[src/rtl/cpu_pkg.sv]
// Shared CPU control-section types: fetch FSM states, fetch queue entry and the NOP encoding.
package cpu_pkg;

    typedef enum logic [2:0] {
        FETCH_IDLE,
        FETCH_REQUEST,
        FETCH_WAIT,
        FETCH_DISCARD,
        FETCH_HALT
    } fetch_state_t;

    localparam logic [31:0] NOP_INSTRUCTION = 32'h0000_0013;

    typedef struct packed {
        logic [31:0] pc;
        logic [31:0] word;
        logic        fault;
    } fetch_entry_t;

endpackage

[src/rtl/fetch_queue.sv]
// Two-entry instruction FIFO between the fetch FSM and the decoder; push/pop/flush with count.
module fetch_queue
    import cpu_pkg::*;
(
    input  logic         clk,
    input  logic         reset,
    input  logic         flush,
    input  logic         push,
    input  fetch_entry_t push_entry,
    input  logic         pop,
    output fetch_entry_t head_entry,
    output logic [1:0]   count,
    output logic         full,
    output logic         empty
);

    fetch_entry_t entries [2];
    logic         head;
    logic         tail;
    logic         do_push;
    logic         do_pop;

    assign full       = (count == 2'd2);
    assign empty      = (count == 2'd0);
    assign do_pop     = pop && !empty;
    assign do_push    = push && (!full || do_pop);
    // With both slots occupied the tail wraps onto the head slot, which a same-cycle pop frees.
    assign tail       = head ^ count[0];
    assign head_entry = entries[head];

    always_ff @(posedge clk) begin
        if (reset) begin
            head       <= 1'b0;
            count      <= 2'd0;
            entries[0] <= '0;
            entries[1] <= '0;
        end else if (flush) begin
            head  <= 1'b0;
            count <= 2'd0;
        end else begin
            if (do_push) begin
                entries[tail] <= push_entry;
            end
            if (do_pop) begin
                head <= ~head;
            end
            count <= count + {1'b0, do_push} - {1'b0, do_pop};
        end
    end

endmodule

[src/rtl/instruction_fetch.sv]
// Fetch front end: PC, single-outstanding imem handshake, redirect flush, 2-entry decode queue.
// Optional INSTRUCTION_FETCH_ALIGN_CHECK_EN adds the sticky fetch_misaligned flag on unaligned redirects.
module instruction_fetch
    import cpu_pkg::*;
#(
    parameter logic [31:0] RESET_PC = 32'h0000_0000
) (
    input  logic        clk,
    input  logic        reset,
    output logic        imem_req_valid,
    input  logic        imem_req_ready,
    output logic [31:0] imem_addr,
    input  logic        imem_resp_valid,
    input  logic [31:0] imem_resp_data,
    input  logic        imem_resp_error,
    output logic        inst_valid,
    input  logic        inst_ready,
    output logic [31:0] instruction,
    output logic [31:0] inst_pc,
    output logic        inst_fault,
    input  logic        redirect_valid,
    input  logic [31:0] redirect_target
`ifdef INSTRUCTION_FETCH_ALIGN_CHECK_EN
    ,
    output logic        fetch_misaligned
`endif
);

    fetch_state_t state;
    fetch_state_t redirect_state;
    logic [31:0]  pc;
    logic [31:0]  req_pc;
    logic [31:0]  target;
    logic         accept;
    logic         push;
    logic         pop;
    logic         q_full;
    logic         q_empty;
    logic [1:0]   q_count;
    fetch_entry_t push_entry;
    fetch_entry_t head_entry;

    // Nothing is outstanding in REQUEST, so a full queue alone blocks a new request.
    assign imem_req_valid = (state == FETCH_REQUEST) && !q_full;
    assign imem_addr      = pc;
    assign accept         = imem_req_valid && imem_req_ready;
    assign target         = redirect_target & 32'hFFFF_FFFC;

`ifdef INSTRUCTION_FETCH_ALIGN_CHECK_EN
    logic misaligned;
    assign misaligned = (redirect_target[1:0] != 2'b00);
`endif

    assign push       = (state == FETCH_WAIT) && imem_resp_valid && !redirect_valid && !reset;
    assign pop        = !q_empty && inst_ready;
    assign push_entry = '{pc: req_pc, word: imem_resp_data, fault: imem_resp_error};

    // A response landing together with the redirect retires the outstanding request, so no DISCARD.
    always_comb begin
        redirect_state = FETCH_REQUEST;
        case (state)
            FETCH_WAIT, FETCH_DISCARD: if (!imem_resp_valid) redirect_state = FETCH_DISCARD;
            FETCH_REQUEST:             if (accept)           redirect_state = FETCH_DISCARD;
            default:                   redirect_state = FETCH_REQUEST;
        endcase
    end

    always_ff @(posedge clk) begin
        if (reset) begin
            state  <= FETCH_IDLE;
            pc     <= RESET_PC;
            req_pc <= RESET_PC;
`ifdef INSTRUCTION_FETCH_ALIGN_CHECK_EN
            fetch_misaligned <= 1'b0;
`endif
        end else if (redirect_valid) begin
            pc    <= target;
            state <= redirect_state;
`ifdef INSTRUCTION_FETCH_ALIGN_CHECK_EN
            fetch_misaligned <= misaligned;
            if (misaligned) begin
                state <= FETCH_HALT;
            end
`endif
        end else begin
            case (state)
                FETCH_IDLE: state <= FETCH_REQUEST;
                FETCH_REQUEST: begin
                    if (accept) begin
                        req_pc <= pc;
                        pc     <= pc + 32'd4;
                        state  <= FETCH_WAIT;
                    end
                end
                FETCH_WAIT: begin
                    if (imem_resp_valid) begin
                        state <= imem_resp_error ? FETCH_HALT : FETCH_REQUEST;
                    end
                end
                FETCH_DISCARD: begin
                    if (imem_resp_valid) begin
                        state <= FETCH_REQUEST;
                    end
                end
                default: state <= state;
            endcase
        end
    end

    fetch_queue u_fetch_queue (
        .clk        (clk),
        .reset      (reset),
        .flush      (redirect_valid),
        .push       (push),
        .push_entry (push_entry),
        .pop        (pop),
        .head_entry (head_entry),
        .count      (q_count),
        .full       (q_full),
        .empty      (q_empty)
    );

    assign inst_valid = (q_count != 2'd0);

    always_comb begin
        instruction = '0;
        inst_pc     = '0;
        inst_fault  = 1'b0;
        if (!q_empty) begin
            inst_pc     = head_entry.pc;
            inst_fault  = head_entry.fault;
            instruction = head_entry.fault ? NOP_INSTRUCTION : head_entry.word;
        end
    end

endmodule

[config.mk]
export PLATFORM = sky130hd
export DESIGN_NAME = instruction_fetch
export DESIGN_NICKNAME = d
export VERILOG_FILES = /design/src/rtl/cpu_pkg.sv /design/src/rtl/fetch_queue.sv /design/src/rtl/instruction_fetch.sv
export SDC_FILE = /design/constraint.sdc
export NUM_CORES = 1
export LEC_CHECK = 0
export BUFFER_PORTS_ARGS = -buffer_cell sky130_fd_sc_hd__buf_4
export CAP_MARGIN = 30
export CORE_MARGIN = 2
export CORE_UTILIZATION = 30
export CTS_CLUSTER_DIAMETER = 60
export DETAILED_ROUTE_END_ITERATION = 8
export GPL_TIMING_DRIVEN = 1
export PLACE_DENSITY_LB_ADDON = 0.05
export SYNTH_ARGS = -nofsm -noshare
export SYNTH_HDL_FRONTEND = slang
export SYNTH_SLANG_ARGS = --single-unit
export TNS_END_PERCENT = 10
[constraint.sdc]
create_clock -name clk -period 3.8 [get_ports clk]
set_clock_uncertainty 0.15 [all_clocks]
set_input_delay 0.19 -clock clk [delete_from_list [all_inputs] [get_ports clk]]
set_output_delay 0.19 -clock clk [all_outputs]
set_load 0.01 [all_outputs]
==> results_dict.tcl, run 1 <==
set metrics [dict create \
    outcome "finished clean" \
    combinationalPowerShare 0.075 \
    met1_usage 0.218 \
    antenna_left 0 \
    fillers 2862 \
    critical_path_class "flip-flop to flip-flop" \
    timing.fmax_ghz 0.349 \
    drc_errors 0 \
    nNetsFinal 1102 \
    slew_viol_final 0 \
    holdWs_ns 0.0425 \
    clock_latency_ns 0.43 \
    use_met3 0.0320 \
    clk_pin_slew_worst_paths_ns 0.08 \
    rsz0062_at_grt "no" \
    cp-startpoint "imem_addr[3]" \
    tns_ns 0 \
    p_total_mw 4.42 \
    cp.required_ns 4.02 \
    chipHeight_um 176 \
    crit_fanout 18 \
    swShare 0.241 \
    critPathArrivalTime_ns 3.09 \
    syn_inst 821 \
    slew_headroom 0.499 \
    cts_tree "done" \
    path_buf_inv 1 \
    r2r_slack_ns 0.94 \
    layout_commonest_cell "buf_4" \
    power.internal_mw 3.35 \
    synthTopCellsByArea "edfxtp_1 43%, dfxtp_1 15%, and2_1 9.3%" \
    synth_top_area_frac 0.427 \
    coreArea_um2 28900 \
    drt_iter0_drc 366 \
    syn_area_um2 8850 \
    ys_types 49 \
    crit_family "simple AND/OR/NAND/NOR gates" \
    final_area_um2 11700 \
    cpMaxStageDelayCell "or3_1" \
    hold_viol 0 \
    final_util 0.405 \
    synth_edf_count 126 \
    period_needed_ns 2.86 \
    endpoint "imem_addr[28]" \
    drive_gt1_frac 0.211 \
    drt_pass1_iterations 5 \
    total_switching_power_mw 1.07 \
    grt_pass1_wl_mm 36.8 \
    syn_avg_cell_area_um2 10.8 \
    async_flop_share 0 \
    p_seq_frac 0.534 \
    p_per_area_nw_per_um2 379 \
    finalSetupViolCount 0 \
    viasPerCell 4.60 \
    cts_sinks 193 \
    startpoint_type "flip-flop" \
    worstHoldPathType "primary input to flip-flop" \
    grt-busiest-layer "met2" \
    die_w_um 176 \
    routed_wl_mm 23.3 \
    portBuffers 163 \
    maxCapViolCount 0 \
    path_cells "ha_1 -> nand4_1 -> or3_1 -> or4_1 -> nand3_1 -> dlygate4sd3_1" \
    clockBufferDepth 2 \
    place_hpwl_mm 14.8 \
    final_cell_mix "176 x buf_4, 131 x and2_1, 126 x edfxtp_1, 94 x nor2_1, 75 x nand2_1" \
    seq_area_frac_synth 0.579 \
    synth_flop_cell "edfxtp_1" \
    grt_overflow 0 \
    htreeDepth 4 \
    cts_root_buffer "clkbuf_16" \
    end_kind "flip-flop" \
    syn2layout_area_growth_pct 31.9 \
    synth_warnings 0 \
    die_area_um2 30900 \
    num_rows 62 \
    num_io_pins 170 \
    r2r-end "imem_addr[28]" \
    antenna_found_initial 0 \
    initial_core_util 0.307 \
    grt_max_degree 70 \
    yosys.area.top_type "edfxtp_1" \
    worst_pin_slew_ns 0.744 \
    grt_pass1_vias 6358 \
    r2r_cells 6 \
    place.gp.congestion 0.707 \
    num_vias 6555 \
    numCtsBuffers 17 \
    max_stage_delay_ns 0.65 \
    cts_resized 0 \
    worst-path-stages 6 \
    n_antenna_cell 0 \
    use_met2 0.240 \
    timing.rr.start "imem_addr[3]" \
    period_share 0.754 \
    irDropWorstVdd_uv 278 \
    p_leak_nw 4.30 \
    synth-seq-cells 193 \
    grt_util_all_layers 0.153 \
    dpl_cell_area_um2 10400 \
    pwr-share-clk 0.390 \
    wl_per_cell_um 16.3 \
]
through the flow:
step	std cells	setup WS, ns
global route	1425	0.728
CTS	1425	0.903
global placement	1326	1.30
detailed placement	1326	1.27
floorplan	824	1.31
finish	1425	0.935
synthesized netlist by cell type, types with 2 or more instances:
| library cell | n |
|---|---|
| nor2_1 | 95 |
| o22ai_1 | 4 |
| and4_1 | 7 |
| ha_1 | 3 |
| buf_2 | 4 |
| buf_1 | 5 |
| dfxtp_1 | 67 |
| a211o_1 | 2 |
| o31ai_1 | 13 |
| nor2b_1 | 2 |
| xor2_1 | 2 |
| a31oi_1 | 2 |
| buf_4 | 4 |
| nor4_1 | 6 |
| or2_2 | 3 |
| nand4_1 | 12 |
| nand2b_1 | 3 |
| a21oi_1 | 36 |
| edfxtp_1 | 126 |
| nor4b_1 | 2 |
| and3_1 | 2 |
| clkbuf_1 | 41 |
| a211oi_1 | 9 |
| o21ai_0 | 8 |
| o211ai_1 | 2 |
| or4_1 | 14 |
| clkbuf_8 | 4 |
| o21bai_1 | 5 |
| xnor2_1 | 6 |
| nand3_1 | 11 |
| nand2_1 | 75 |
| or3_1 | 7 |
| nor3_1 | 8 |
| a311oi_1 | 17 |
| mux2i_1 | 61 |
| inv_1 | 10 |
| and2_1 | 131 |
worst min-delay path, cell delays in order:
cell,delay (ns)
buf_4,0.11
o21bai_1,0.13
a211o_1,0.10
a211oi_1,0.05
power by group through the flow:
stage	Sequential, mW	Combinational, mW	Clock (mW)
2_1_floorplan	2.40	0.138	0
3_3_place_gp	2.41	0.285	0
3_5_place_dp	2.41	0.285	0
4_1_cts	2.36	0.340	1.78
5_1_grt	2.37	0.369	1.88
6_report	2.36	0.333	1.73
registers in the layout (all words and copies together), names as in the netlist, named ones only:
signal and flops:
u_fetch_queue.entries 126, imem_addr 30, u_fetch_queue.count 2, req_pc 30, state 3, u_fetch_queue.head 1
layout make-up:
class | count | area (um2) | share of cell area
Sequential cell | 193 | 5130 | 0.439
Multi-Input combinational cell | 561 | 3440 | 0.295
Timing Repair Buffer | 245 | 2030 | 0.174
Tap cell | 384 | 480 | 0.0411
Clock buffer | 18 | 439 | 0.0376
Clock inverter | 14 | 120 | 0.0103
Inverter | 10 | 37.5 | 0.00321
worst min path at each step:
stage                   startpoint             to  slack (ns)  depth (start not counted)
2_1_floorplan  redirect_target[14]  imem_addr[14]        0.16                          2
3_3_place_gp   redirect_target[28]  imem_addr[28]        0.30                          3
3_5_place_dp   redirect_target[28]  imem_addr[28]        0.29                          3
4_1_cts        redirect_target[29]  imem_addr[29]        0.03                          4
5_1_grt        redirect_target[29]  imem_addr[29]        0.03                          4
6_report       redirect_target[29]  imem_addr[29]        0.04                          4
cells by family (layout without fill, tap and decap cells):
| kind of cell | Yosys count | count (layout) | share of synthesized area |
|---|---|---|---|
| other | 1 | 4 | 0.000424 |
| multiplexers | 61 | 61 | 0.0690 |
| AO/OA/AOI/OAI | 102 | 102 | 0.0765 |
| flip-flops | 193 | 193 | 0.579 |
| adder cells (fa/ha/maj) | 3 | 3 | 0.00424 |
| buffers and inverters | 70 | 287 | 0.0379 |
| AND/OR/NAND/NOR | 383 | 383 | 0.225 |
| XOR/XNOR | 8 | 8 | 0.00792 |
layer usage:
metal | vias to the layer above | wire [um]
li1 | 3329 | -
met1 | 3056 | 11700
met2 | 158 | 10400
met3 | 12 | 994
met4 | 0 | 180
met5 | - | 0
what timing repair did:
action,4_1_cts,5_1_grt
hold endpoints to repair,100,0
hold buffers,67,0
buffers inserted,0,0
No activity file was read; power rests on OpenSTA's default activity.
==> run 2: changes to the inputs <==
==> constraint.sdc (replaced) <==
create_clock -name clk -period 2.5 [get_ports clk]
set_clock_uncertainty 0.15 [all_clocks]
set_input_delay 0.125 -clock clk [delete_from_list [all_inputs] [get_ports clk]]
set_output_delay 0.125 -clock clk [all_outputs]
set_load 0.01 [all_outputs]
==> results_dict.tcl, run 2 (synthesized netlist as in run 1, its figures left out) <==
set metrics [dict create \
    die_w_um 176 \
    cts_resized 0 \
    irDropWorstVdd_uv 423 \
    routed_wl_mm 23.4 \
    cts_tree "done" \
    finalSetupViolCount 0 \
    r2r_cells 4 \
    holdPathStages 5 \
    place_hpwl_mm 15.2 \
    timing.fmax_ghz 0.446 \
    final_cell_mix "195 x buf_4, 131 x and2_1, 126 x edfxtp_1, 94 x nor2_1, 75 x nand2_1" \
    maxCapViolCount 0 \
    whs_endpoint "u_fetch_queue.count[0]" \
    p_per_area_nw_per_um2 576 \
    grt_max_degree 72 \
    drive_gt1_frac 0.228 \
    p_leak_nw 4.43 \
    cts_root_buffer "clkbuf_16" \
    rsz0062_at_grt "no" \
    clk_pin_slew_worst_paths_ns 0.09 \
    place.gp.congestion 0.734 \
    num_vias 6682 \
    met1_usage 0.212 \
    r2r-end "imem_addr[18]" \
    top_register "u_fetch_queue.entries" \
    worst_pin_slew_ns 0.776 \
    end_kind "flip-flop" \
    use_met2 0.250 \
    outcome "finished clean" \
    num_rows 62 \
    htreeDepth 4 \
    nNetsFinal 1122 \
    antenna_left 0 \
    portBuffers 163 \
    wl_per_cell_um 16.2 \
    period_share 0.897 \
    timing.rr.start "state[2]" \
    critPathArrivalTime_ns 2.45 \
    drt_iter0_drc 353 \
    coreArea_um2 28900 \
    slew_headroom 0.483 \
    dp_worst_setup_slack_ns 0.258 \
    tns_ns 0 \
    grt_pass1_vias 6635 \
    grt_overflow 0 \
    antenna_found_initial 0 \
    syn2layout_area_growth_pct 34.2 \
    use_met3 0.0288 \
    chipHeight_um 176 \
    r2r_slack_ns 0.26 \
    cts_sinks 193 \
    clockBufferDepth 2 \
    crit_fanout 16 \
    largest_reg_flops 126 \
    slew_viol_final 0 \
    drc_errors 0 \
    n_antenna_cell 0 \
    worstHoldPathType "primary input to flip-flop" \
    numCtsBuffers 17 \
    cp.required_ns 2.71 \
    initial_core_util 0.307 \
    grt_pass1_wl_mm 36.9 \
    drt_pass1_iterations 4 \
    min-delay-start "inst_ready" \
    critical_path_class "flip-flop to flip-flop" \
    num_io_pins 170 \
    startpoint_type "flip-flop" \
    period_needed_ns 2.24 \
    fin_ws_ns 0.257 \
    die_area_um2 30900 \
    layout_commonest_cell "buf_4" \
    grt-busiest-layer "met2" \
    hold_viol 0 \
    clock_latency_ns 0.44 \
    viasPerCell 4.62 \
    grt_util_all_layers 0.154 \
]
[run 2: worst max-delay path, stage by stage (launching register included)]
cell	delay, ns
dfxtp_1	0.37
or2_0	0.26
or3_1	0.59
or4_1	0.54
a311oi_1	0.25
[run 2: report_power, final]
group / leakage (nW) / switching, mW / internal [mW] / total [mW]
sequential: 1.85 / 0.0753 / 3.50 / 3.57
combinational: 2.28 / 0.265 / 0.285 / 0.550
clock: 0.295 / 1.34 / 1.39 / 2.72
[run 2: per-layer routing]
metal	up-vias	routed length [um]
met2	157	10700
li1	3363	-
met3	16	956
met5	-	0
met1	3146	11600
met4	0	191
[run 2: timing repair]
action | CTS | global route
hold buffers | 65 | 0
buffers inserted | 0 | 0
hold endpoints to repair | 99 | 0
[run 2: cell type report]
type | count | area, um2
fillers | 2926 | 17000
flip-flops and latches | 193 | 5130
multi-input cells | 561 | 3440
repair buffers | 265 | 2210
well taps | 384 | 480
clock buffers | 17 | 425
clock inverters | 15 | 155
inverters | 10 | 37.5
[run 2: through the flow]
step	instances	total power [mW]	util	hold slack [ns]	cell area, um2
3_5_place_dp	1348	4.12	0.369	0.214	10700
2_1_floorplan	824	3.86	-	0.0972	8860
4_1_cts	1445	6.94	0.412	0.00455	11900
6_report	1445	6.84	0.412	0.0201	11900
5_1_grt	1445	7.12	0.412	0.0239	11900
3_3_place_gp	1348	4.12	0.369	0.219	10700
[run 2: worst max path at each step]
stage	startpoint	endpoint	slack [ns]	depth (start not counted)
detailed placement	u_fetch_queue.count[1]	imem_addr[18]	0.26	4
CTS	flip-flop	instruction[31]	0.18	5
finish	state[2]	imem_addr[18]	0.26	4
global route	flip-flop	instruction[31]	0.10	5
global placement	state[2]	imem_addr[18]	0.27	4
floorplan	state[1]	u_fetch_queue.entries[0][0]	0.006	4
==> run 3: changes to the inputs <==
--- a/config.mk
+++ b/config.mk
@@ -8,7 +8,7 @@
 export BUFFER_PORTS_ARGS = -buffer_cell sky130_fd_sc_hd__buf_4
 export CAP_MARGIN = 30
 export CORE_MARGIN = 2
-export CORE_UTILIZATION = 30
+export CORE_UTILIZATION = 50
 export CTS_CLUSTER_DIAMETER = 60
 export DETAILED_ROUTE_END_ITERATION = 8
 export GPL_TIMING_DRIVEN = 1
==> results_dict.tcl, run 3 (synthesized netlist as in run 1, its figures left out) <==
set metrics [dict create \
    startpoint_type "flip-flop" \
    drc_errors 0 \
    layout_commonest_cell "buf_4" \
    ctsHoldBuffers 65 \
    pwr-share-clk 0.379 \
    die_area_um2 18800 \
    num_rows 48 \
    p_per_area_nw_per_um2 573 \
    cp.required_ns 2.23 \
    outcome "finished clean" \
    drive_gt1_frac 0.217 \
    swShare 0.222 \
    rsz0062_at_grt "no" \
    initial_core_util 0.512 \
    antenna_left 0 \
    numCtsBuffers 17 \
    coreArea_um2 17300 \
    worstHoldPathType "primary input to flip-flop" \
    num_vias 6712 \
    tns_ns 0 \
    grt_util_all_layers 0.215 \
    cts_root_buffer "clkbuf_16" \
    clock_latency_ns 0.42 \
    cts_resized 0 \
    htreeDepth 4 \
    syn2layout_area_growth_pct 30.2 \
    period_needed_ns 2.36 \
    cts_setup_buffers 0 \
    top_register "u_fetch_queue.entries" \
    maxCapViolCount 0 \
    antenna_found_initial 0 \
    die_w_um 137 \
    fillers 1377 \
    place.gp.congestion 0.816 \
    n_antenna_cell 0 \
    dpl_cell_area_um2 10300 \
    grt_max_degree 72 \
    slew_headroom 0.527 \
    power.internal_mw 5.14 \
    finalSetupViolCount 0 \
    hold_viol 0 \
    final_util 0.667 \
    critical_path_class "flip-flop to output pin" \
    timing.rr.start "imem_addr[3]" \
    grt_overflow 0 \
    drt_pass1_iterations 5 \
    viasPerCell 5.27 \
    largest_reg_flops 126 \
    p_leak_nw 4.32 \
    end_kind "output pin" \
    wl_per_cell_um 15.8 \
    worst_pin_slew_ns 0.709 \
    holdPathStages 4 \
    cts_tree "done" \
    num_io_pins 170 \
    critPathArrivalTime_ns 2.09 \
    drt_iter0_drc 404 \
    nNetsFinal 1110 \
    slew_viol_final 0 \
    timing.fmax_ghz 0.424 \
    clockBufferDepth 2 \
    portBuffers 163 \
    p_seq_frac 0.542 \
    cts_sinks 193 \
    final_area_um2 11500 \
    period_share 0.944 \
    final_cell_mix "185 x buf_4, 131 x and2_1, 126 x edfxtp_1, 94 x nor2_1, 75 x nand2_1" \
    min-delay-start "reset" \
    place_hpwl_mm 12.7 \
    crit_fanout 30 \
    grt_pass1_wl_mm 31.7 \
    chipHeight_um 137 \
    irDropWorstVdd_uv 483 \
    routed_wl_mm 20.1 \
    grt_pass1_vias 6388 \
    combinationalPowerShare 0.079 \
    clk_pin_slew_worst_paths_ns 0.07 \
    total_switching_power_mw 1.47 \
    r2r_cells 5 \
]
## run 3: cell count changes in the layout (fill, tap and decap cells not counted), sizes merged
cell,previous run,this run
clkinvlp,0,5
buf,200,188
clkbuf,17,18
clkinv,2,8
inv,22,10
## run 3: final timing paths
check | slack (ns) | endpoint
min reg2reg | 0.31 | req_pc[26]
min | 0.04 | u_fetch_queue.count[0]
max reg2reg | 0.15 | imem_addr[18]
max | 0.14 | instruction[14]
## run 3: layout make-up
class	instances	area, um2	area share
Clock buffer	18	429	0.0372
Clock inverter	14	119	0.0103
Inverter	10	37.5	0.00326
Multi-Input combinational cell	561	3430	0.298
Sequential cell	193	5130	0.445
Tap cell	225	282	0.0244
Timing Repair Buffer	253	2100	0.182
## run 3: critical path, cell delays in order, from the launching register on
cell and delay (ns):
dfxtp_4 0.69, mux2i_1 0.28, nand2_1 0.11, buf_4 0.24, nor2_1 0.18, buf_4 0.14
## run 3: per-layer routing
metal / track usage / share of wire / vias up
met4: 0.0636 / 0.013 / 0
met3: 0.0404 / 0.051 / 23
met5: 0 / 0 / -
met2: 0.357 / 0.48 / 204
met1: 0.288 / 0.46 / 3149
li1: - / - / 3336
## run 3: metrics by stage
step           instances  total power [mW]  hold slack, ns  setup slack (ns)
5_1_grt             1274              6.85          0.0383           0.00408
3_5_place_dp        1177              4.09           0.208             0.218
3_3_place_gp        1177              4.07           0.209             0.256
2_1_floorplan        824              3.86          0.0972           0.00553
4_1_cts             1274              6.66         0.00943             0.119
6_report            1274              6.61          0.0359             0.139
## run 3: power groups by stage
| stage | clock network [mW] | registers [mW] | logic, mW |
|---|---|---|---|
| 2_1_floorplan | 0 | 3.65 | 0.210 |
| 3_3_place_gp | 0 | 3.64 | 0.429 |
| 3_5_place_dp | 0 | 3.65 | 0.438 |
| 4_1_cts | 2.56 | 3.58 | 0.521 |
| 5_1_grt | 2.68 | 3.59 | 0.569 |
| 6_report | 2.50 | 3.58 | 0.519 |
